[src/rtl/tx_frame_ctrl_if.sv]
// tx_frame_ctrl_if: host, frame buffer and serializer signals of the TX frame controller
interface tx_frame_ctrl_if #(
  parameter int ADDR_W  = 8,
  parameter int RETRY_W = 4
);
  logic               start;
  logic [ADDR_W-1:0]  frame_len;
  logic [RETRY_W-1:0] max_retry;
  logic               send_break;
  logic               cancel;
  logic               busy;
  logic               done;
  logic               fail;
  logic               brk_done;
  logic [RETRY_W-1:0] retry_cnt;
  logic [ADDR_W-1:0]  rd_addr;
  logic [7:0]         rd_data;
  logic [7:0]         data;
  logic               has_data;
  logic               ack_data;
  logic               is_crc_byte;
  logic               is_last_byte;
  logic [15:0]        crc_data;
  logic               has_break;
  logic               ack_break;
  logic               cd;
  logic               err;
  logic               abort;

  modport master (
    input  start, frame_len, max_retry, send_break, cancel, rd_data, ack_data, crc_data, ack_break, cd, err,
    output busy, done, fail, brk_done, retry_cnt, rd_addr, data, has_data, is_crc_byte, is_last_byte,
           has_break, abort
  );

  modport slave (
    output start, frame_len, max_retry, send_break, cancel, rd_data, ack_data, crc_data, ack_break, cd, err,
    input  busy, done, fail, brk_done, retry_cnt, rd_addr, data, has_data, is_crc_byte, is_last_byte,
           has_break, abort
  );
endinterface

[src/rtl/tx_frame_ctrl.sv]
// tx_frame_ctrl: feeds one buffered frame plus its trailing CRC to the serializer, with retry, break and cancel
module tx_frame_ctrl #(
  parameter int ADDR_W  = 8,
  parameter int RETRY_W = 4
) (
  input logic            clk,
  input logic            reset,
  tx_frame_ctrl_if.master bus
);
  typedef enum logic [2:0] {IDLE, FETCH, SEND, CRC_L, CRC_H, BREAK} state_t;

  state_t             state_q, state_d;
  logic [1:0]         ph_q, ph_d;
  logic [ADDR_W-1:0]  idx_q, idx_d, len_q, len_d, rd_addr_q, rd_addr_d;
  logic [RETRY_W-1:0] maxr_q, maxr_d, rc_q, rc_d;
  logic [15:0]        crc_q, crc_d;
  logic [7:0]         data_q, data_d;
  logic               has_data_q, has_data_d, is_crc_q, is_crc_d, is_last_q, is_last_d;
  logic               has_break_q, has_break_d, busy_q, busy_d, done_q, done_d;
  logic               fail_q, fail_d, brk_done_q, brk_done_d, abort_q, abort_d;
  logic               in_frame;

  assign in_frame         = state_q inside {FETCH, SEND, CRC_L, CRC_H};
  assign bus.busy         = busy_q;
  assign bus.done         = done_q;
  assign bus.fail         = fail_q;
  assign bus.brk_done     = brk_done_q;
  assign bus.retry_cnt    = rc_q;
  assign bus.rd_addr      = rd_addr_q;
  assign bus.data         = data_q;
  assign bus.has_data     = has_data_q;
  assign bus.is_crc_byte  = is_crc_q;
  assign bus.is_last_byte = is_last_q;
  assign bus.has_break    = has_break_q;
  assign bus.abort        = abort_q;

  // next state: cancel beats collision/error, which beat the per-state handshakes
  always_comb begin
    state_d     = state_q;
    ph_d        = ph_q;
    idx_d       = idx_q;
    len_d       = len_q;
    maxr_d      = maxr_q;
    rc_d        = rc_q;
    crc_d       = crc_q;
    rd_addr_d   = rd_addr_q;
    data_d      = data_q;
    has_data_d  = has_data_q;
    is_crc_d    = is_crc_q;
    is_last_d   = is_last_q;
    has_break_d = has_break_q;
    busy_d      = busy_q;
    done_d      = 1'b0;
    fail_d      = 1'b0;
    brk_done_d  = 1'b0;
    abort_d     = 1'b0;
    if (state_q != IDLE && bus.cancel) begin
      abort_d     = 1'b1;
      fail_d      = 1'b1;
      busy_d      = 1'b0;
      has_data_d  = 1'b0;
      has_break_d = 1'b0;
      is_crc_d    = 1'b0;
      is_last_d   = 1'b0;
      state_d     = IDLE;
    end else if (in_frame && (bus.cd || bus.err)) begin
      has_data_d = 1'b0;
      is_crc_d   = 1'b0;
      is_last_d  = 1'b0;
      if (!bus.err && rc_q < maxr_q) begin
        rc_d    = rc_q + RETRY_W'(1);
        idx_d   = '0;
        ph_d    = '0;
        state_d = FETCH;
      end else begin
        fail_d  = 1'b1;
        busy_d  = 1'b0;
        state_d = IDLE;
      end
    end else begin
      case (state_q)
        IDLE: begin
          if (bus.send_break) begin
            has_break_d = 1'b1;
            busy_d      = 1'b1;
            state_d     = BREAK;
          end else if (bus.start && bus.frame_len == '0) begin
            fail_d = 1'b1;
          end else if (bus.start) begin
            len_d   = bus.frame_len;
            maxr_d  = bus.max_retry;
            rc_d    = '0;
            idx_d   = '0;
            ph_d    = '0;
            busy_d  = 1'b1;
            state_d = FETCH;
          end
        end
        FETCH: begin
          rd_addr_d = (ph_q == 2'd0) ? idx_q : rd_addr_q;
          ph_d      = (ph_q == 2'd2) ? 2'd0 : ph_q + 2'd1;
          if (ph_q == 2'd2) begin
            data_d     = bus.rd_data;
            has_data_d = 1'b1;
            state_d    = SEND;
          end
        end
        SEND: begin
          if (bus.ack_data) begin
            has_data_d = 1'b0;
            if (idx_q == len_q - ADDR_W'(1)) begin
              crc_d   = bus.crc_data;
              state_d = CRC_L;
            end else begin
              idx_d   = idx_q + ADDR_W'(1);
              ph_d    = '0;
              state_d = FETCH;
            end
          end
        end
        CRC_L: begin
          if (!has_data_q) begin
            data_d     = crc_q[7:0];
            is_crc_d   = 1'b1;
            has_data_d = 1'b1;
          end else if (bus.ack_data) begin
            data_d    = crc_q[15:8];
            is_last_d = 1'b1;
            state_d   = CRC_H;
          end
        end
        CRC_H: begin
          if (bus.ack_data) begin
            has_data_d = 1'b0;
            is_crc_d   = 1'b0;
            is_last_d  = 1'b0;
            done_d     = 1'b1;
            busy_d     = 1'b0;
            state_d    = IDLE;
          end
        end
        BREAK: begin
          if (bus.ack_break) begin
            has_break_d = 1'b0;
            brk_done_d  = 1'b1;
            busy_d      = 1'b0;
            state_d     = IDLE;
          end
        end
        default: state_d = IDLE;
      endcase
    end
  end

  // state and registered outputs; reset drops any frame silently
  always_ff @(posedge clk or posedge reset) begin
    if (reset) begin
      state_q     <= IDLE;
      ph_q        <= '0;
      idx_q       <= '0;
      len_q       <= '0;
      maxr_q      <= '0;
      rc_q        <= '0;
      crc_q       <= '0;
      rd_addr_q   <= '0;
      data_q      <= '0;
      has_data_q  <= 1'b0;
      is_crc_q    <= 1'b0;
      is_last_q   <= 1'b0;
      has_break_q <= 1'b0;
      busy_q      <= 1'b0;
      done_q      <= 1'b0;
      fail_q      <= 1'b0;
      brk_done_q  <= 1'b0;
      abort_q     <= 1'b0;
    end else begin
      state_q     <= state_d;
      ph_q        <= ph_d;
      idx_q       <= idx_d;
      len_q       <= len_d;
      maxr_q      <= maxr_d;
      rc_q        <= rc_d;
      crc_q       <= crc_d;
      rd_addr_q   <= rd_addr_d;
      data_q      <= data_d;
      has_data_q  <= has_data_d;
      is_crc_q    <= is_crc_d;
      is_last_q   <= is_last_d;
      has_break_q <= has_break_d;
      busy_q      <= busy_d;
      done_q      <= done_d;
      fail_q      <= fail_d;
      brk_done_q  <= brk_done_d;
      abort_q     <= abort_d;
    end
  end
endmodule

[src/flat_wrapper.sv]
// flat-port wrapper written by rule: the top's interface ports become plain ports
module tx_frame_ctrl_flat 
#(
  parameter int ADDR_W  = 8,
  parameter int RETRY_W = 4
)
  (clk, reset, bus_start, bus_frame_len, bus_max_retry, bus_send_break, bus_cancel, bus_rd_data, bus_ack_data, bus_crc_data, bus_ack_break, bus_cd, bus_err, bus_busy, bus_done, bus_fail, bus_brk_done, bus_retry_cnt, bus_rd_addr, bus_data, bus_has_data, bus_is_crc_byte, bus_is_last_byte, bus_has_break, bus_abort);
  tx_frame_ctrl_if #(.ADDR_W(ADDR_W), .RETRY_W(RETRY_W)) bus_i ();
  input logic clk;
  input logic reset;
  input wire logic [$bits(bus_i.start)-1:0] bus_start;
  input wire logic [$bits(bus_i.frame_len)-1:0] bus_frame_len;
  input wire logic [$bits(bus_i.max_retry)-1:0] bus_max_retry;
  input wire logic [$bits(bus_i.send_break)-1:0] bus_send_break;
  input wire logic [$bits(bus_i.cancel)-1:0] bus_cancel;
  input wire logic [$bits(bus_i.rd_data)-1:0] bus_rd_data;
  input wire logic [$bits(bus_i.ack_data)-1:0] bus_ack_data;
  input wire logic [$bits(bus_i.crc_data)-1:0] bus_crc_data;
  input wire logic [$bits(bus_i.ack_break)-1:0] bus_ack_break;
  input wire logic [$bits(bus_i.cd)-1:0] bus_cd;
  input wire logic [$bits(bus_i.err)-1:0] bus_err;
  output wire logic [$bits(bus_i.busy)-1:0] bus_busy;
  output wire logic [$bits(bus_i.done)-1:0] bus_done;
  output wire logic [$bits(bus_i.fail)-1:0] bus_fail;
  output wire logic [$bits(bus_i.brk_done)-1:0] bus_brk_done;
  output wire logic [$bits(bus_i.retry_cnt)-1:0] bus_retry_cnt;
  output wire logic [$bits(bus_i.rd_addr)-1:0] bus_rd_addr;
  output wire logic [$bits(bus_i.data)-1:0] bus_data;
  output wire logic [$bits(bus_i.has_data)-1:0] bus_has_data;
  output wire logic [$bits(bus_i.is_crc_byte)-1:0] bus_is_crc_byte;
  output wire logic [$bits(bus_i.is_last_byte)-1:0] bus_is_last_byte;
  output wire logic [$bits(bus_i.has_break)-1:0] bus_has_break;
  output wire logic [$bits(bus_i.abort)-1:0] bus_abort;
  assign bus_i.start = bus_start;
  assign bus_i.frame_len = bus_frame_len;
  assign bus_i.max_retry = bus_max_retry;
  assign bus_i.send_break = bus_send_break;
  assign bus_i.cancel = bus_cancel;
  assign bus_i.rd_data = bus_rd_data;
  assign bus_i.ack_data = bus_ack_data;
  assign bus_i.crc_data = bus_crc_data;
  assign bus_i.ack_break = bus_ack_break;
  assign bus_i.cd = bus_cd;
  assign bus_i.err = bus_err;
  assign bus_busy = bus_i.busy;
  assign bus_done = bus_i.done;
  assign bus_fail = bus_i.fail;
  assign bus_brk_done = bus_i.brk_done;
  assign bus_retry_cnt = bus_i.retry_cnt;
  assign bus_rd_addr = bus_i.rd_addr;
  assign bus_data = bus_i.data;
  assign bus_has_data = bus_i.has_data;
  assign bus_is_crc_byte = bus_i.is_crc_byte;
  assign bus_is_last_byte = bus_i.is_last_byte;
  assign bus_has_break = bus_i.has_break;
  assign bus_abort = bus_i.abort;
  tx_frame_ctrl #(.ADDR_W(ADDR_W), .RETRY_W(RETRY_W)) u_core (.clk(clk), .reset(reset), .bus(bus_i));
endmodule
[config.mk]
export PLATFORM = sky130hd
export DESIGN_NAME = tx_frame_ctrl_flat
export DESIGN_NICKNAME = d
export VERILOG_FILES = /design/src/rtl/tx_frame_ctrl_if.sv /design/src/rtl/tx_frame_ctrl.sv /design/src/flat_wrapper.sv
export SDC_FILE = /design/constraint.sdc
export NUM_CORES = 1
export LEC_CHECK = 0
export CORE_MARGIN = 2
export CORE_UTILIZATION = 52
export DETAILED_ROUTE_END_ITERATION = 16
export PLACE_DENSITY = 0.81
export RECOVER_POWER = 50
export SYNTH_ARGS = -nofsm -noshare
export SYNTH_HDL_FRONTEND = slang
export SYNTH_SLANG_ARGS = --single-unit
[constraint.sdc]
create_clock -name clk -period 2.9 [get_ports clk]
set_clock_uncertainty 0.2 [all_clocks]
set_input_delay 0.58 -clock clk [delete_from_list [all_inputs] [get_ports clk]]
set_output_delay 0.58 -clock clk [all_outputs]
set_load 0.05 [all_outputs]
### Word level (Yosys, flattened, before mapping)

Cells that the tools add are included.

| cells by class | value |
|---|---|
| add/sub/neg operators | 4 |
| muxes and demuxes | 82 |
| bitwise logic cells | 4 |
| order comparisons | 1 |
| equal/unequal tests | 31 |
| reduce and logical (&&, ||, !) cells | 34 |

Operators with widths:

| cell | count |
|---|---|
| $mux W8 | 10 |
| $mux W1 | 37 |
| $mux W3 | 11 |
| $pmux W8 S2 | 2 |
| $mux W4 | 6 |
| $reduce_and A8 Y1 | 3 |
| $ne A4 B4 Y1 const B | 5 |
| $mux W2 | 9 |
| $ne A3 B2 Y1 const B | 6 |
| $pmux W3 S6 | 1 |
| $reduce_and A6 Y1 | 3 |
| $reduce_and A4 Y1 | 3 |
| $reduce_bool A4 Y1 | 3 |
| $ne A5 B3 Y1 const B | 2 |
| $reduce_and A5 Y1 | 2 |
| $reduce_bool A5 Y1 | 2 |
| $ne A3 B3 Y1 const B | 3 |
| $reduce_bool A3 Y1 | 3 |
| $add A8 B1 Y8 const B | 1 |
| $eq A8 B8 Y1 | 1 |
| $logic_not A8 Y1 | 1 |
| $sub A8 B1 Y8 const B | 1 |
| $eq A3 B2 Y1 const B | 2 |
| $eq A3 B3 Y1 const B | 2 |
| other kinds (22) | 37 |

| storage, ports and cells | value |
|---|---|
| bits in registers | 70 |
| word-level logic and storage cells | 174 |
| output and inout bits | 29 |
| input bits | 45 |

### Longest topological paths before layout

| depth | value |
|---|---|
| word-level depth | 7 |
| depth in mapped cells | 10 |

### Worst setup path before layout

OpenSTA, ideal clock, no wires.

| timing path | value |
|---|---|
| path kind | register to register |
| start | reg u_core.rc_q[1], in the netlist u_core.bus.retry_cnt[1] |
| end | reg u_core.ph_q[1] |
| clock period less this slack | 2.681 ns |
| setup time | 0.127 ns |
| path buffers | 0 |
| data arrival time | 2.354 ns |
| cell stages (with the launch flop) | 7 |
| setup slack | 0.219 ns |
| required time | 2.573 ns |
| cells stage by stage | dfrtp_1 -> ha_1 -> a211oi_1 -> o21a_2 -> nor2_1 -> or4_1 -> mux2_1 |

| between the ends | value |
|---|---|
| longest elaborated chain between the ends | 4 |

Ends and longest elaborated chain:

| element | line | text |
|---|---|---|
| from (decl) | tx_frame_ctrl.sv:15 | `logic [RETRY_W-1:0] maxr_q, maxr_d, rc_q, rc_d;` |
| from (signal assigned) | tx_frame_ctrl.sv:182 | `rc_q <= rc_d;` |
| $lt A4 B4 Y1 | tx_frame_ctrl.sv:70 | `if (!bus.err && rc_q < maxr_q) begin` |
| $logic_and A1 B1 Y1 | tx_frame_ctrl.sv:70 |  |
| $ne A2 B2 Y1 (no line) | n/a |  |
| $reduce_and A8 Y1 (no line) | n/a |  |
| to (signal assigned) | tx_frame_ctrl.sv:178 | `ph_q <= ph_d;` |
| to (decl) | tx_frame_ctrl.sv:13 | `logic [1:0] ph_q, ph_d;` |

Every way passes these cells.
A chain may end at the register's enable or synchronous reset.

### Final worst setup path

| timing path | value |
|---|---|
| start | reg u_core.len_q[1] |
| end | reg u_core.idx_q[7] |

| between the ends | value |
|---|---|
| longest elaborated chain between the ends | 4 |

Ends and longest elaborated chain:

| element | line | text |
|---|---|---|
| from (decl) | tx_frame_ctrl.sv:14 | `logic [ADDR_W-1:0] idx_q, idx_d, len_q, len_d, rd_addr_q, rd_addr_d;` |
| from (signal assigned) | tx_frame_ctrl.sv:180 | `len_q <= len_d;` |
| $sub A8 B1 Y8 | tx_frame_ctrl.sv:111 | `if (idx_q == len_q - ADDR_W'(1)) begin` |
| $eq A8 B8 Y1 | tx_frame_ctrl.sv:111 |  |
| $ne A3 B3 Y1 (no line) | n/a |  |
| $reduce_and A8 Y1 (no line) | n/a |  |
| to (signal assigned) | tx_frame_ctrl.sv:179 | `idx_q <= idx_d;` |
| to (decl) | tx_frame_ctrl.sv:14 |  |

Every way passes these cells.

==> run_summary.xml <==
<?xml version="1.0" encoding="UTF-8"?>
<metrics>
  <group name="die">
    <metric name="placeableCoreArea" unit="µm²">6830</metric>
    <metric name="io_pins" unit="">74</metric>
    <metric name="die_x" unit="µm">88.4</metric>
    <metric name="initial_core_util" unit="">0.542</metric>
    <metric name="die-height" unit="µm">88.4</metric>
    <metric name="die_area" unit="µm²">7820</metric>
    <metric name="fp-row-count" unit="">30</metric>
  </group>
  <group name="logic_synthesis">
    <metric name="synth_enable_flop_cells" unit="">0</metric>
    <metric name="synth_cell_types" unit="">63</metric>
    <metric name="synth_fp_nets" unit="">396</metric>
    <metric name="postSynthCellCount" unit="">345</metric>
    <metric name="syn_area_per_cell" unit="µm²">10.7</metric>
    <metric name="synth_top_flop_cell" unit="">dfrtp_1</metric>
    <metric name="synth.ff_latch_count" unit="">70</metric>
    <metric name="synth_seq_area_share" unit="">0.473</metric>
    <metric name="ys_warns" unit="">0</metric>
    <metric name="synth.cell_area" unit="µm²">3700</metric>
    <metric name="ys_async_sr_fraction" unit="">1.00</metric>
  </group>
  <group name="sta">
    <metric name="worst_hold_slack" unit="ns">0.307</metric>
    <metric name="post-route-min-period" unit="ns">2.76</metric>
    <metric name="final-hold-violation-count" unit="">0</metric>
    <metric name="setup_viol" unit="">0</metric>
    <metric name="unrepaired_setup_endpoints_after_global_routing" unit="">no</metric>
    <metric name="tightestPinTransition" unit="ns">0.945</metric>
    <metric name="max_clock_freq" unit="GHz">0.363</metric>
    <metric name="slew_headroom" unit="">0.369</metric>
    <metric name="period_share" unit="">0.951</metric>
    <metric name="slew_violations" unit="">0</metric>
  </group>
  <group name="clocking">
    <metric name="clock-root-buffer" unit="">clkbuf_8</metric>
    <metric name="clock_sinks" unit="">70</metric>
    <metric name="cts_tree" unit="">done</metric>
    <metric name="htreeDepth" unit="">3</metric>
    <metric name="post_cts_buffers" unit="">0</metric>
    <metric name="cts.path.max_buffers" unit="">2</metric>
    <metric name="clkSlewWorstSetupHoldPaths" unit="ns">0.08</metric>
    <metric name="cts_made_buffers" unit="">9</metric>
    <metric name="clock_latency_on_the_worst_skew_pair" unit="ns">0.35</metric>
  </group>
  <group name="power_and_ir_drop">
    <metric name="power" unit="mW">4.02</metric>
    <metric name="power_frac_seq" unit="">0.339</metric>
    <metric name="cellPowerDensity" unit="nW/µm²">823</metric>
    <metric name="switching_share" unit="">0.418</metric>
    <metric name="internal_power" unit="mW">2.34</metric>
    <metric name="p_comb_frac" unit="">0.465</metric>
    <metric name="clock_power_share" unit="">0.196</metric>
    <metric name="vdd_drop_max" unit="µV">481</metric>
    <metric name="net-switching-power" unit="mW">1.68</metric>
    <metric name="static-leakage-power" unit="nW">2.20</metric>
  </group>
  <group name="routing">
    <metric name="route.final.wire_length" unit="µm">8720</metric>
    <metric name="avgViaCountPerCell" unit="">5.67</metric>
    <metric name="vias" unit="">3066</metric>
    <metric name="avgRoutedWirePerCell" unit="µm">16.1</metric>
    <metric name="drtIter0Drc" unit="">161</metric>
    <metric name="wl_met1" unit="µm">3790</metric>
    <metric name="detailedRoute.firstPassIterationCount" unit="">4</metric>
    <metric name="route.top_layer_used" unit="">met4</metric>
    <metric name="drtAntennaViolNets" unit="">0</metric>
    <metric name="wl_met2" unit="µm">4310</metric>
    <metric name="post-route-drc-count" unit="">0</metric>
    <metric name="met3RoutedLength" unit="µm">477</metric>
  </group>
  <group name="place">
    <metric name="routabilityCongestion" unit="">0.890</metric>
    <metric name="buffers_added_on_ports" unit="">73</metric>
    <metric name="dp_hpwl" unit="µm">6330</metric>
  </group>
  <group name="worst_setup_path">
    <metric name="cp_num_buf_inv" unit="">1</metric>
    <metric name="worstSetupPathType" unit="">flop to flop</metric>
    <metric name="worst_setup_path_start_kind" unit="">flop</metric>
    <metric name="crit_arrival" unit="ns">2.79</metric>
    <metric name="beginning_of_the_worst_register_to_register_path" unit="">u_core.len_q[1]$_DFFE_PP0P_</metric>
    <metric name="timing.critical_path.cells" unit="">inv_1 -&gt; ha_1 -&gt; nor3b_1 -&gt; xnor2_1 -&gt; o2111ai_2 -&gt; or4_1 -&gt; and4b_1 -&gt; a211o_1</metric>
    <metric name="startpoint" unit="">u_core.len_q[1]$_DFFE_PP0P_</metric>
    <metric name="cpLargestDelayFamily" unit="">simple AND/OR/NAND/NOR gates</metric>
    <metric name="slowest_cell_on_crit_path" unit="">or4_1</metric>
    <metric name="critPathMaxFanout" unit="">4</metric>
    <metric name="slowest_delay" unit="ns">0.60</metric>
    <metric name="crit_path_end_kind" unit="">flop</metric>
    <metric name="worst-endpoint-required" unit="ns">2.93</metric>
  </group>
  <group name="global_route">
    <metric name="track_usage" unit="">0.239</metric>
    <metric name="global_route.overflow_total" unit="">0</metric>
    <metric name="grt_antenna_before_repair" unit="">0</metric>
    <metric name="grt_first_pass_wirelength" unit="µm">14500</metric>
    <metric name="grt_max_degree" unit="">37</metric>
    <metric name="via_count_of_the_first_global_routing_pass" unit="">3086</metric>
  </group>
  <group name="job">
    <metric name="max_cap_viol_count" unit="">0</metric>
  </group>
  <group name="min_path">
    <metric name="launch_point_of_the_worst_hold_path" unit="">u_core.maxr_q[3]$_DFFE_PP0P_</metric>
    <metric name="timing.hold.worst.class" unit="">flop to flop</metric>
  </group>
  <group name="final_layout">
    <metric name="num-nets-final" unit="">491</metric>
    <metric name="finalCoreUtilization" unit="">0.715</metric>
    <metric name="area_growth" unit="%">31.9</metric>
    <metric name="layout_cell_share_with_drive_strength_beyond_1" unit="">0.216</metric>
    <metric name="antenna_cells" unit="">0</metric>
  </group>
  <group name="outcome">
    <metric name="outcome" unit="">finished, final reports clean</metric>
  </group>
</metrics>
==> layout make-up <==
type / count / area [µm²]
multi-input combinational: 248 / 1850
tap: 96 / 120
clock inverter: 7 / 72.6
fill: 532 / 1940
sequential: 70 / 1750
inverter: 11 / 43.8
timing repair buffer: 100 / 921
clock buffer: 9 / 124
==> placed cells by master, fill, tap and decap left out, types with 5 or more instances in the layout <==
cell type	Yosys	layout
clkdlybuf4s50_1	0	71
dfrtp_1	70	70
mux2_2	44	44
nand2_1	30	30
o21ai_0	20	20
buf_4	0	19
nor2_1	17	17
nand3_1	17	17
mux2i_1	10	10
inv_1	10	10
a21oi_1	9	9
clkbuf_8	0	9
xor2_1	6	6
ha_1	6	6
clkbuf_1	12	6
and3_1	5	5
nor3_1	5	5
xnor2_1	5	5
nand2b_1	5	5
==> metal layers <==
metal	up-vias	track usage
met3	18	0.0569
met5	-	0
met1	1490	0.307
li1	1456	-
met4	0	0.0813
met2	102	0.401
==> power by group through the flow <==
stage                     sequential, mW  clock [mW]  combinational (mW)
after CTS                           1.36       0.803                1.89
after global routing                1.39       0.845                2.02
after floorplan                     1.70           0               0.923
final                               1.36       0.788                1.87
after detailed placement            1.38           0                1.88
after global placement              1.37           0                1.83
==> kinds of logic (layout without fill, tap and decap cells) <==
group | count (synthesis) | count (layout) | share of synthesized area
multiplexers | 55 | 55 | 0.164
XOR/XNOR | 11 | 11 | 0.0260
AO/OA/AOI/OAI | 65 | 65 | 0.119
flip-flops | 70 | 70 | 0.473
buffers and inverters | 27 | 127 | 0.0307
adder cells (fa/ha/maj) | 6 | 6 | 0.0203
AND/OR/NAND/NOR | 111 | 111 | 0.167
==> final timing paths <==
check | slack [ns] | cells after the start | to
hold / removal | 0.31 | 1 | u_core.maxr_q[3]$_DFFE_PP0P_
setup / recovery | 0.14 | 8 | u_core.idx_q[7]$_DFFE_PP0P_
min in group asynchronous | 0.68 | 2 | u_core.crc_q[13]$_DFFE_PP0P_
max in group asynchronous | 0.42 | 3 | u_core.bus.rd_addr[4]$_DFFE_PP0P_
hold reg to reg | 0.31 | 1 | u_core.maxr_q[3]$_DFFE_PP0P_
setup reg to reg | 0.14 | 8 | u_core.idx_q[7]$_DFFE_PP0P_
==> sequential cells by signal (all words and copies together), names as in the netlist <==
register	count
u_core.bus.abort	1
u_core.bus.brk_done	1
u_core.bus.busy	1
u_core.bus.data	8
u_core.bus.done	1
u_core.bus.fail	1
u_core.bus.has_break	1
u_core.bus.has_data	1
u_core.bus.is_crc_byte	1
u_core.bus.is_last_byte	1
u_core.bus.rd_addr	8
u_core.bus.retry_cnt	4
u_core.crc_q	16
u_core.idx_q	8
u_core.len_q	8
u_core.maxr_q	4
u_core.ph_q	2
u_core.state_q	3
==> through the flow <==
stage,area (µm²),worst slack [ns],setup TNS [ns],std cells
floorplan,3700,0.219,0,345
global placement,4730,0.00386,0,525
detailed placement,4730,-0.0460,-0.0460,525
CTS,4920,0.0220,0,541
global route,4890,0.0396,0,541
finish,4890,0.142,0,541
==> Yosys cell counts, types with 3 or more instances <==
cell type / number / area (µm²)
nor3b_1: 4 / 30.0
nor4_1: 4 / 25.0
ha_1: 6 / 75.1
a21oi_1: 9 / 45.0
o221ai_1: 3 / 26.3
xor2_1: 6 / 52.6
inv_1: 10 / 37.5
a21o_1: 3 / 22.5
nand2_1: 30 / 113
dfrtp_1: 70 / 1750
o31ai_1: 3 / 22.5
nand2b_1: 5 / 31.3
and3_1: 5 / 31.3
mux2i_1: 10 / 100
mux2_2: 44 / 495
xnor2_1: 5 / 43.8
o21ai_0: 20 / 100
nor2_1: 17 / 63.8
nand3_1: 17 / 85.1
clkbuf_1: 12 / 45.0
nor3_1: 5 / 25.0
or4_1: 4 / 30.0
or2_2: 3 / 18.8
==> repair_timing <==
item                                    4_1_cts  5_1_grt
hold buffers                                  0        0
gates resized for setup                       0        3
endpoints found under the setup margin        0       17
Note: power is estimated with default switching activity, not from simulation.
